$ cat config.mk
export PLATFORM = sky130hd
export DESIGN_NAME = vga_timing_gen
export DESIGN_NICKNAME = d
export VERILOG_FILES = /design/src/rtl/vga_timing_gen.sv
export SDC_FILE = /design/constraint.sdc
export NUM_CORES = 1
export LEC_CHECK = 0
export CAP_MARGIN = 20
export CORE_MARGIN = 2
export CORE_UTILIZATION = 54
export CTS_BUF_LIST = sky130_fd_sc_hd__clkbuf_16
export DETAILED_ROUTE_END_ITERATION = 6
export PLACE_DENSITY = 0.86
export SYNTH_ARGS = -nofsm -noshare
export SYNTH_HDL_FRONTEND = slang
export SYNTH_SLANG_ARGS = --single-unit
$ cat constraint.sdc
create_clock -name Clk -period 6 [get_ports Clk]
set_input_delay 1.2 -clock Clk [delete_from_list [all_inputs] [get_ports Clk]]
set_output_delay 1.2 -clock Clk [all_outputs]
set_load 0.1 [all_outputs]
$ cat src/rtl/vga_timing_gen.sv
// Purpose : two-axis VGA timing generator (SYNC -> BACK -> ACTIVE -> FRONT per axis) with
//           programmable lengths, sync polarity, data enable, coordinates and line/frame strobes.
// Latency : all outputs are registered and show the state entered on the most recent Pix_en tick.
// Backpr. : none; Pix_en=0 freezes state and outputs, and the strobes drop after one Clk.
//
// Ports
//   Clk, Rst_n            rising-edge clock, asynchronous active-low reset
//   Pix_en                pixel tick; state only advances on Clk edges with Pix_en=1
//   H_*_len / V_*_len     phase lengths (pixels / lines), sampled into a shadow copy at frame end
//   Hsync, Vsync          sync pulses, asserted level H_POL / V_POL while the axis is in SYNC
//   De, X, Y              data enable and active-area coordinates (0 outside the active area)
//   Line_start            one-Clk pulse on entering pixel 0 of a line
//   Frame_start           one-Clk pulse on entering pixel 0 of line 0
//   Cfg_err               sticky flag for a rejected zero-length reload
//
// Optional feature: define VGA_TIMING_CHECK_EN to reject reloads containing a zero length
// (previous shadow config kept, Cfg_err set). Without it Cfg_err is tied 0 and a zero
// length is loaded and behaves as a length of 1.

module vga_timing_gen #(
    parameter int                 REZ_MAX_WIDTH = 11,
    parameter bit                 H_POL         = 1'b0,
    parameter bit                 V_POL         = 1'b0,
    parameter logic [REZ_MAX_WIDTH-1:0] H_SYNC_DEF  = 96,
    parameter logic [REZ_MAX_WIDTH-1:0] H_BACK_DEF  = 48,
    parameter logic [REZ_MAX_WIDTH-1:0] H_ACT_DEF   = 640,
    parameter logic [REZ_MAX_WIDTH-1:0] H_FRONT_DEF = 16,
    parameter logic [REZ_MAX_WIDTH-1:0] V_SYNC_DEF  = 2,
    parameter logic [REZ_MAX_WIDTH-1:0] V_BACK_DEF  = 33,
    parameter logic [REZ_MAX_WIDTH-1:0] V_ACT_DEF   = 480,
    parameter logic [REZ_MAX_WIDTH-1:0] V_FRONT_DEF = 10
) (
    input  logic                     Clk,
    input  logic                     Rst_n,
    input  logic                     Pix_en,
    input  logic [REZ_MAX_WIDTH-1:0] H_sync_len,
    input  logic [REZ_MAX_WIDTH-1:0] H_back_len,
    input  logic [REZ_MAX_WIDTH-1:0] H_act_len,
    input  logic [REZ_MAX_WIDTH-1:0] H_front_len,
    input  logic [REZ_MAX_WIDTH-1:0] V_sync_len,
    input  logic [REZ_MAX_WIDTH-1:0] V_back_len,
    input  logic [REZ_MAX_WIDTH-1:0] V_act_len,
    input  logic [REZ_MAX_WIDTH-1:0] V_front_len,
    output logic                     Hsync,
    output logic                     Vsync,
    output logic                     De,
    output logic [REZ_MAX_WIDTH-1:0] X,
    output logic [REZ_MAX_WIDTH-1:0] Y,
    output logic                     Line_start,
    output logic                     Frame_start,
    output logic                     Cfg_err
);

    localparam int W = REZ_MAX_WIDTH;

    typedef enum logic [1:0] {
        PH_SYNC  = 2'd0,
        PH_BACK  = 2'd1,
        PH_ACT   = 2'd2,
        PH_FRONT = 2'd3
    } phase_t;

    // A zero length would make the "last count" compare wrap to all-ones; run it as 1 instead.
    function automatic logic [W-1:0] eff_len(input logic [W-1:0] len);
        return (len == '0) ? W'(1) : len;
    endfunction

    function automatic logic [W-1:0] len_of(input phase_t ph,
                                            input logic [W-1:0] l_sync,
                                            input logic [W-1:0] l_back,
                                            input logic [W-1:0] l_act,
                                            input logic [W-1:0] l_front);
        logic [W-1:0] l;
        case (ph)
            PH_SYNC:  l = l_sync;
            PH_BACK:  l = l_back;
            PH_ACT:   l = l_act;
            default:  l = l_front;
        endcase
        return eff_len(l);
    endfunction

    function automatic phase_t next_phase(input phase_t ph);
        phase_t n;
        case (ph)
            PH_SYNC:  n = PH_BACK;
            PH_BACK:  n = PH_ACT;
            PH_ACT:   n = PH_FRONT;
            default:  n = PH_SYNC;
        endcase
        return n;
    endfunction

    // Shadow configuration, only rewritten at the frame wrap.
    logic [W-1:0] h_sync_sh, h_back_sh, h_act_sh, h_front_sh;
    logic [W-1:0] v_sync_sh, v_back_sh, v_act_sh, v_front_sh;

    phase_t       h_ph, h_ph_nxt, v_ph, v_ph_nxt;
    logic [W-1:0] h_cnt, h_cnt_nxt, v_cnt, v_cnt_nxt;
    logic         h_last, v_last;
    logic         line_wrap, frame_wrap;

    // Next-state logic for both axes. The vertical axis steps only on the H FRONT->SYNC
    // wrap, so Vsync edges line up with the Hsync leading edge.
    always_comb begin
        h_ph_nxt   = h_ph;
        h_cnt_nxt  = h_cnt;
        v_ph_nxt   = v_ph;
        v_cnt_nxt  = v_cnt;
        line_wrap  = 1'b0;
        frame_wrap = 1'b0;
        h_last     = (h_cnt == len_of(h_ph, h_sync_sh, h_back_sh, h_act_sh, h_front_sh) - W'(1));
        v_last     = (v_cnt == len_of(v_ph, v_sync_sh, v_back_sh, v_act_sh, v_front_sh) - W'(1));
        if (Pix_en) begin
            if (h_last) begin
                h_cnt_nxt = '0;
                h_ph_nxt  = next_phase(h_ph);
                if (h_ph == PH_FRONT) begin
                    line_wrap = 1'b1;
                    if (v_last) begin
                        v_cnt_nxt  = '0;
                        v_ph_nxt   = next_phase(v_ph);
                        frame_wrap = (v_ph == PH_FRONT);
                    end else begin
                        v_cnt_nxt = v_cnt + W'(1);
                    end
                end
            end else begin
                h_cnt_nxt = h_cnt + W'(1);
            end
        end
    end

    // State register plus outputs registered from the next state, so every output
    // describes the phase/count the FSMs are sitting in.
    always_ff @(posedge Clk or negedge Rst_n) begin
        if (!Rst_n) begin
            h_ph        <= PH_SYNC;
            v_ph        <= PH_SYNC;
            h_cnt       <= '0;
            v_cnt       <= '0;
            Hsync       <= H_POL;
            Vsync       <= V_POL;
            De          <= 1'b0;
            X           <= '0;
            Y           <= '0;
            Line_start  <= 1'b0;
            Frame_start <= 1'b0;
        end else begin
            h_ph        <= h_ph_nxt;
            v_ph        <= v_ph_nxt;
            h_cnt       <= h_cnt_nxt;
            v_cnt       <= v_cnt_nxt;
            Hsync       <= (h_ph_nxt == PH_SYNC) ? H_POL : ~H_POL;
            Vsync       <= (v_ph_nxt == PH_SYNC) ? V_POL : ~V_POL;
            De          <= (h_ph_nxt == PH_ACT) && (v_ph_nxt == PH_ACT);
            X           <= (h_ph_nxt == PH_ACT) ? h_cnt_nxt : '0;
            Y           <= (v_ph_nxt == PH_ACT) ? v_cnt_nxt : '0;
            Line_start  <= line_wrap;
            Frame_start <= frame_wrap;
        end
    end

`ifdef VGA_TIMING_CHECK_EN
    logic cfg_zero;
    logic cfg_err_q;

    assign cfg_zero = (H_sync_len == '0) || (H_back_len == '0) ||
                      (H_act_len  == '0) || (H_front_len == '0) ||
                      (V_sync_len == '0) || (V_back_len == '0) ||
                      (V_act_len  == '0) || (V_front_len == '0);
    assign Cfg_err  = cfg_err_q;
`else
    logic cfg_zero;

    assign cfg_zero = 1'b0;
    assign Cfg_err  = 1'b0;
`endif

    always_ff @(posedge Clk or negedge Rst_n) begin
        if (!Rst_n) begin
            h_sync_sh  <= H_SYNC_DEF;
            h_back_sh  <= H_BACK_DEF;
            h_act_sh   <= H_ACT_DEF;
            h_front_sh <= H_FRONT_DEF;
            v_sync_sh  <= V_SYNC_DEF;
            v_back_sh  <= V_BACK_DEF;
            v_act_sh   <= V_ACT_DEF;
            v_front_sh <= V_FRONT_DEF;
        end else if (frame_wrap && !cfg_zero) begin
            h_sync_sh  <= H_sync_len;
            h_back_sh  <= H_back_len;
            h_act_sh   <= H_act_len;
            h_front_sh <= H_front_len;
            v_sync_sh  <= V_sync_len;
            v_back_sh  <= V_back_len;
            v_act_sh   <= V_act_len;
            v_front_sh <= V_front_len;
        end
    end

`ifdef VGA_TIMING_CHECK_EN
    // Sticky until reset: a rejected reload is flagged from the first pixel of the new frame.
    always_ff @(posedge Clk or negedge Rst_n) begin
        if (!Rst_n) begin
            cfg_err_q <= 1'b0;
        end else if (frame_wrap && cfg_zero) begin
            cfg_err_q <= 1'b1;
        end
    end
`endif

endmodule

Word level (Yosys, flattened, before mapping). Index checks and enable logic that the tools add are counted.

Word-level logic and storage cells: 69. Bits in registers: 141. Output and inout port bits: 28.

Muxes and demuxes: 29. Add/sub/neg operators: 4. Reductions and logical operators: 7. Equality and inequality tests: 10.

Operators by type and width (number): $mux W11 (10); $pmux W11 S3 (2); $add A11 B1 Y11 const B (2); $eq A11 B11 Y1 (2); $logic_not A11 Y1 (2); $sub A11 B1 Y11 const B (2); $eq A2 B2 Y1 const B (6); $mux W2 (6); $pmux W2 S3 (2); $mux W1 (9); $logic_not A2 Y1 (4); $eq A2 B1 Y1 const B (2); $logic_and A1 B1 Y1 (1).

Logic depth before layout (Yosys ltp). Gate-level depths: netlist of the first run.

Depth in word-level cells: 12. Gate-level depth with buffers: 21. Depth with buffers taken out: 18.

Least setup slack after synthesis of the first run. OpenSTA, ideal clock, no wires.

Path kind: register to register. Start point: reg v_ph[1]. End point: reg h_front_sh[0]. Cell stages (with the launch flop): 21. Period minus slack after synthesis: 4658 ps. Buffers on the path: 3. Library setup time: 125 ps. Setup slack: 1342 ps. Data arrival time: 4533 ps. Data required time: 5875 ps. Cells stage by stage: dfrtp_1 > inv_1 > ha_1 > clkbuf_1 > a222oi_1 > a21boi_0 > a211oi_2 > and2_1 > a21oi_1 > ha_1 > nor2b_1 > a41oi_1 > nor2_1 > o311ai_0 > a21oi_1 > nor4_2 > and2_4 > nand2_4 > buf_6 > buf_6 > mux2_4.

Longest elaborated chain between the ends: 10. Elaborated cells between the ends (all ways): 13.

Ends and longest elaborated chain: start, declared (RTL line 98) `phase_t h_ph, h_ph_nxt, v_ph, v_ph_nxt;`; start signal, assigned (RTL line 151) `v_ph <= v_ph_nxt;`; $eq A2 B2 Y1 (tied with other cells) (RTL line 74) `case (ph)`; $pmux W11 S3 (RTL line 74); $logic_not A11 Y1 (RTL line 65) `return (len == '0) ? W'(1) : len;`; $mux W11 (RTL line 65); $sub A11 B1 Y11 (RTL line 113) `v_last = (v_cnt == len_of(v_ph, v_sync_sh, v_back_sh, v_act_sh, v_front_sh) - W'(1));`; $eq A11 B11 Y1 (RTL line 113); $mux W1 (*) (RTL line 120) `if (v_last) begin`; $mux W1 (*) (RTL line 118) `if (h_ph == PH_FRONT) begin`; $mux W1 (*) (RTL line 115) `if (h_last) begin`; $mux W1 (*) (RTL line 114) `if (Pix_en) begin`; end signal, assigned (RTL line 194) `h_front_sh <= H_front_len;`; end, declared (RTL line 95) `logic [W-1:0] h_sync_sh, h_back_sh, h_act_sh, h_front_sh;`.

Mark *: on every way between the ends. The rest lies on a longest branch, timed or not. A chain may end at the register's enable or synchronous reset.

Worst setup path in the final report of the first run.
Start point: reg h_ph[0]. End point: reg h_front_sh[1].

Longest elaborated chain between the ends: 8. Elaborated cells between the ends (all ways): 12.

Ends and longest elaborated chain: start, declared (RTL line 98); start signal, assigned (RTL line 150) `h_ph <= h_ph_nxt;`; $eq A2 B2 Y1 (tied with other cells) (RTL line 74); $pmux W11 S3 (RTL line 74); $logic_not A11 Y1 (RTL line 65); $mux W11 (RTL line 65); $sub A11 B1 Y11 (RTL line 112) `h_last = (h_cnt == len_of(h_ph, h_sync_sh, h_back_sh, h_act_sh, h_front_sh) - W'(1));`; $eq A11 B11 Y1 (RTL line 112); $mux W1 (*) (RTL line 115); $mux W1 (*) (RTL line 114).

Marked as above.

==> qor.csv, run 1 <==
metric,value,unit
ys_top_cells_by_area,"dfrtp_1, mux2_2, dfstp_2",
drv_cap,0,
syn-num-nets,739,
synth_edf_count,0,
postCtsSetupBuffers,0,
groute.usage.overall,0.255,
min_period_over_period,0.943,
whs_path_depth,1,
synthCells,634,
grt-ovfl-total,0,
r2r_start,h_ph[0],
io_buffers,117,
cts_tree,yes,
period_minus_slack,5.66,ns
vdd_drop_max,0.280,mV
hp-start,h_back_sh[1],
reg2regPathDepth,18,
wire_per_inst,18.9,um
final_cell_mix,"dfrtp_1, clkdlybuf4s50_1, mux2_2",
grt_pass1_wl,28.7,mm
antenna_found_initial,0,
synth_ff_type,dfrtp_1,
drc,0,
core,13100,um2
die_height,120,um
powerDensity,325,nW/um2
core.rowCount,42,
ys_seq_elements,141,
critical_path_arrival,5.96,ns
avgSynthCellArea,11.4,um2
yosysWarnings,0,
via_per_inst,5.91,
holdBufCountCts,0,
cts_buffers,17,
finalWirelength,17.8,mm
tightest_slew,0.979,ns
hold_violations,0,
grt_pass1_vias,5811,
max-slew-margin-rel,0.345,
setup_violations,0,
dp_hpwl,12.5,mm
ys_types,68,
required,6.30,ns
synthesis.area,7220,um2
initial_core_util,0.550,
htreeDepth,4,
grt_max_degree,89,
area_growth,26.9,%
rsz0062_at_grt,false,
status,finished clean,
async_reset_ff_frac,1.00,
startpoint_type,register,
dr_total_vias,5554,
yosysTopAreaCell,dfrtp_1,
yosysTopAreaCellShare,0.433,
layout_setup_ws,0.344,ns
root_buffer,clkbuf_16,
finalMaxSlewViolations,0,
ys_seq_area_frac,0.491,
layout-drive-gt1-share,0.216,
fmax,177,MHz
p_leak,4.24,nW
place_ws,0.466,ns
clockBufferDepth,2,
die-area,14300,um2
final_common_cell,dfrtp_1,
cts-resized-gates,0,
clkTransAtPathRegs,0.06,ns
crit_start,h_ph[0],
critPathKind,reg -> reg,
pin_count,119,
finalSetupTns,0,ns
first_iter_violations,504,
p_total,0.00298,W
cp_max_fo,88,
ant_nets,0,
fin_worst_skew,0.00927,ns
place_congestion,0.969,
clk_latency,0.42,ns
hp-class,reg -> reg,
fp.dieW,120,um
cts_sinks,141,
end_kind,register,
final_net_count,855,
drt_pre_antenna_iters,5,
logic make-up after synthesis:
family | Yosys count | synth area share
and+or+nand+nor | 183 | 0.135
DFF | 141 | 0.491
AOI/OAI and AO/OA | 118 | 0.119
muxes | 95 | 0.158
buffers and inverters | 47 | 0.0298
xor gates and xnor gates | 35 | 0.0425
adders and majority gates | 14 | 0.0243
other | 1 | 0.000519
final cells by class:
| type | instances | area [um2] |
|---|---|---|
| Timing Repair Buffer | 126 | 1270 |
| Tap cell | 176 | 220 |
| Fill cell | 967 | 3970 |
| Multi-Input combinational cell | 446 | 3460 |
| Sequential cell | 141 | 3550 |
| Inverter | 18 | 67.6 |
| Clock inverter | 15 | 170 |
| Antenna cell | 1 | 2.50 |
| Clock buffer | 17 | 425 |
layer usage:
layer  vias up  track usage  share of wire
li1       2553            -              -
met1      2750        0.295           0.39
met2       206        0.451           0.51
met3        45       0.0718          0.061
met4         0       0.0963          0.031
met5         -            0              0
cells in the mapped netlist (5+ instances only):
cell        n
dfrtp_1   125
mux2_2     72
nor2_1     51
nand2_1    36
a21oi_1    35
xnor2_1    21
mux2_4     20
inv_1      17
dfstp_2    16
a222oi_1   15
clkbuf_1   14
ha_1       14
xor2_1     14
nor3_1     13
nand4_1    11
nor2b_1    11
a22oi_1    10
buf_2      10
o21ai_0    10
and3_1      7
nand3_1     7
a31oi_1     5
and2_1      5
nand2b_1    5
nor3b_1     5
path summary, 6_finish.rpt:
kind                            endpoint  slack (ns)
setup reg to reg           h_front_sh[1]        0.34
hold / removal              h_back_sh[1]        0.51
max in group asynchronous       h_cnt[6]        4.11
hold reg to reg             h_back_sh[1]        0.51
min in group asynchronous    v_act_sh[1]        0.73
setup / recovery           h_front_sh[1]        0.34
critical path, cell delays in order (launching register included):
cell and delay [ns]:
dfrtp_1 0.43, inv_1 0.12, ha_1 0.56, a22oi_1 0.32, a32oi_1 0.56, nor4_2 0.15, a21oi_1 0.24, ha_1 0.23
nor4bb_1 0.28, a41oi_1 0.11, or4_1 0.58, nor4b_2 0.25, a211oi_1 0.13, nor4_2 0.26, and3_2 0.29, and2_4 0.26
nand2_4 0.07, buf_12 0.23, mux2_4 0.37
stage by stage:
| step | instances | hold WS [ns] | cell area, um2 | util |
|---|---|---|---|---|
| floorplan | 634 | 0.478 | 7220 | - |
| global placement | 905 | 0.487 | 8530 | 0.649 |
| detailed placement | 905 | 0.493 | 8530 | 0.649 |
| CTS | 937 | 0.510 | 9130 | 0.695 |
| global route | 939 | 0.528 | 9160 | 0.697 |
| finish | 940 | 0.511 | 9160 | 0.698 |
report_power, final:
group | leakage [nW] | internal, W | total, W | switching, W
Sequential | 1.85 | 0.00100 | 0.00106 | 0.0000551
Clock | 0.285 | 0.000651 | 0.00106 | 0.000407
Combinational | 2.11 | 0.000327 | 0.000859 | 0.000533
Power figures use the tool's default switching activity.
==> inputs of run 2 (changes only) <==
--- a/config.mk
+++ b/config.mk
@@ -6,11 +6,13 @@
 export NUM_CORES = 1
 export LEC_CHECK = 0
 export CAP_MARGIN = 20
-export CORE_MARGIN = 2
-export CORE_UTILIZATION = 54
+export CELL_PAD_IN_SITES_DETAIL_PLACEMENT = 1
+export CELL_PAD_IN_SITES_GLOBAL_PLACEMENT = 2
+export CORE_MARGIN = 3
+export CORE_UTILIZATION = 35
 export CTS_BUF_LIST = sky130_fd_sc_hd__clkbuf_16
 export DETAILED_ROUTE_END_ITERATION = 6
-export PLACE_DENSITY = 0.86
+export PLACE_DENSITY = 0.85
 export SYNTH_ARGS = -nofsm -noshare
 export SYNTH_HDL_FRONTEND = slang
 export SYNTH_SLANG_ARGS = --single-unit
==> constraint.sdc (replaced) <==
create_clock -name Clk -period 6.48 [get_ports Clk]
set_input_delay 1.296 -clock Clk [delete_from_list [all_inputs] [get_ports Clk]]
set_output_delay 1.296 -clock Clk [all_outputs]
set_load 0.1 [all_outputs]
==> run 2 against run 1 <==
  * Final cell count rose by 8.8%
  * Setup slack improved by 0.21 ns
  * Routed wire length grew 11%
  * Hold slack worse by 0.0013 ns
  * Sequential power decreased by 8%
  * Die area is 56% higher
  * Total power shrank 6.4%
  * Largest power group is now the clock network
  * Flip-flop and latch count unchanged
==> qor.csv, run 2 (synthesis results as in run 1) <==
metric,value,unit,change
status,finished clean,,
use_met1,0.216,,-0.0787
clkTransAtPathRegs,0.06,ns,about the same
p_leak,4.22,nW,-0.62%
ant_nets,0,,unchanged
critPathKind,reg -> reg,,
clockBufferDepth,2,,unchanged
die-area,22400,um2,+56%
pwr-share-seq,0.351,,-0.005
holdWs,0.509,ns,-0.00127 ns
hp-start,h_act_sh[1],,
setup_violations,0,,unchanged
wire_per_inst,19.4,um,+2.2%
cts_tree,yes,,
holdBufCountCts,0,,unchanged
r2r_start,h_ph[0],,
core.rowCount,51,,+21%
vdd_drop_max,0.206,mV,-26%
cp_max_fo,88,,unchanged
grt_pass1_vias,6139,,+5.6%
pin_count,119,,unchanged
fp.dieW,150,um,+25%
die_height,150,um,+25%
crit_path_cell_trace,"inv_1, ha_1, a222oi_1, a31oi_1, nor4_2, a21oi_1, ha_1, nor2b_1, a41oi_1, nor3_1, and3_1, a211oi_1, nor4_2, and3_2, and2_4, nand2_4, buf_12, mux2_2",,
drc,0,,unchanged
layout-drive-gt1-share,0.210,,-0.00649
nFillCells,2119,,+120%
critPathMaxStageDelay,0.60,ns,+0.02 ns
fin_worst_skew,0.0143,ns,+0.00503 ns
groute.usage.overall,0.184,,-0.0718
place_congestion,0.831,,-14%
io_buffers,117,,unchanged
fmax,169,MHz,-4.6%
dp_hpwl,14.5,mm,+17%
placed_area,8620,um2,+1.0%
cts-resized-gates,0,,unchanged
cts_buffers,17,,unchanged
first_iter_violations,371,,-26%
area_growth,27.6,%,
postCtsSetupBuffers,0,,unchanged
dr_total_vias,5463,,-1.6%
final_net_count,850,,-0.58%
stdcell_area,9220,um2,+0.56%
drt_pre_antenna_iters,5,,unchanged
met2_usage,0.334,,-0.117
final_common_cell,dfrtp_1,,
crit_start,h_ph[0],,
max-slew-margin-rel,0.326,,-0.0195
finalSetupTns,0,ns,unchanged
powerDensity,302,nW/um2,-6.9%
finalMaxSlewViolations,0,,unchanged
tightest_slew,1.00,ns,+0.0231 ns
hold_violations,0,,unchanged
critical_path_arrival,6.24,ns,+0.28 ns
hp-class,reg -> reg,,
grt-ovfl-total,0,,unchanged
grt_use_met3,0.0400,,-0.0318
grt_pass1_wl,32.2,mm,+12%
drv_cap,0,,unchanged
antennaDiodeCount,0,,-1
htreeDepth,4,,unchanged
period_minus_slack,5.93,ns,+0.274 ns
power_switching,0.000951,W,-4.5%
initial_core_util,0.364,,-0.186
finalWirelength,19.8,mm,+11%
p_comb_frac,0.293,,+0.004
pwr-share-clk,0.356,,about the same
cts_sinks,141,,unchanged
end_kind,register,,
core,19800,um2,+51%
root_buffer,clkbuf_16,,
cp_slowest_cell,a222oi_1,,
via_per_inst,5.34,,-9.6%
final_cell_mix,"dfrtp_1, clkdlybuf4s50_1, mux2_2",,
rsz0062_at_grt,false,,
seq_area,3550,um2,unchanged
multi_input_area,3460,um2,unchanged
power.internal,0.00183,W,-7.4%
grt.busiest_layer,met2,,
switching_share,0.341,,+0.00697
antenna_found_initial,0,,unchanged
startpoint_type,register,,
min_period_over_period,0.915,,-0.0276
clk_latency,0.43,ns,about the same
grt_max_degree,89,,unchanged
required,6.79,ns,+0.49 ns
## run 2: cell count changes in the layout (fill, tap and decap cells not counted), sizes merged
| cell | change |
|---|---|
| diode | -1 |
| inv | +2 |
| clkinvlp | -1 |
| clkinv | -1 |
| buf | -5 |
## run 2: path summary, 6_finish.rpt
path / slack [ns] / cells past startpoint / endpoint
setup / recovery: 0.55 / 18 / h_act_sh[3]
hold / removal: 0.51 / 1 / h_act_sh[1]
setup reg to reg: 0.55 / 18 / h_act_sh[3]
hold reg to reg: 0.51 / 1 / h_act_sh[1]
max in group asynchronous: 4.36 / 2 / h_cnt[9]
min in group asynchronous: 0.92 / 1 / v_sync_sh[8]
## run 2: final cells by class
class	count	share of cell area
Clock buffer	17	0.0462
Clock inverter	15	0.0185
Inverter	18	0.00733
Multi-Input combinational cell	446	0.375
Sequential cell	141	0.385
Tap cell	265	0.0360
Timing Repair Buffer	121	0.132
## run 2: power by group through the flow
stage / combinational [W] / sequential, W / clock (W)
global route: 0.000886 / 0.000987 / 0.00106
CTS: 0.000824 / 0.000979 / 0.00102
floorplan: 0.000429 / 0.00113 / 0
finish: 0.000817 / 0.000977 / 0.000991
detailed placement: 0.000815 / 0.000994 / 0
global placement: 0.000790 / 0.000994 / 0
## run 2: stage by stage
step           instances  setup slack [ns]  total power (W)  utilization
2_1_floorplan        634              1.82          0.00156            -
4_1_cts             1023             0.514          0.00282        0.464
5_1_grt             1023           0.00207          0.00293        0.464
3_3_place_gp         991             0.764          0.00178        0.434
3_5_place_dp         991             0.594          0.00181        0.434
6_report            1023             0.551          0.00278        0.464
## run 2: worst max-delay path: cells and delay by family (launching register included)
family | cells | cell delay, ns
AO/OA/AOI/OAI | 5 | 2.01
AND/OR/NAND/NOR | 8 | 1.72
adder cells (fa/ha/maj) | 2 | 0.70
buffers and inverters | 2 | 0.50
flip-flops | 1 | 0.41
multiplexers | 1 | 0.40
## run 2: per-layer routing
layer | vias to the layer above | share of wire
met5 | - | 0
met4 | 0 | 0.017
met1 | 2773 | 0.41
met3 | 29 | 0.041
li1 | 2536 | -
met2 | 125 | 0.53
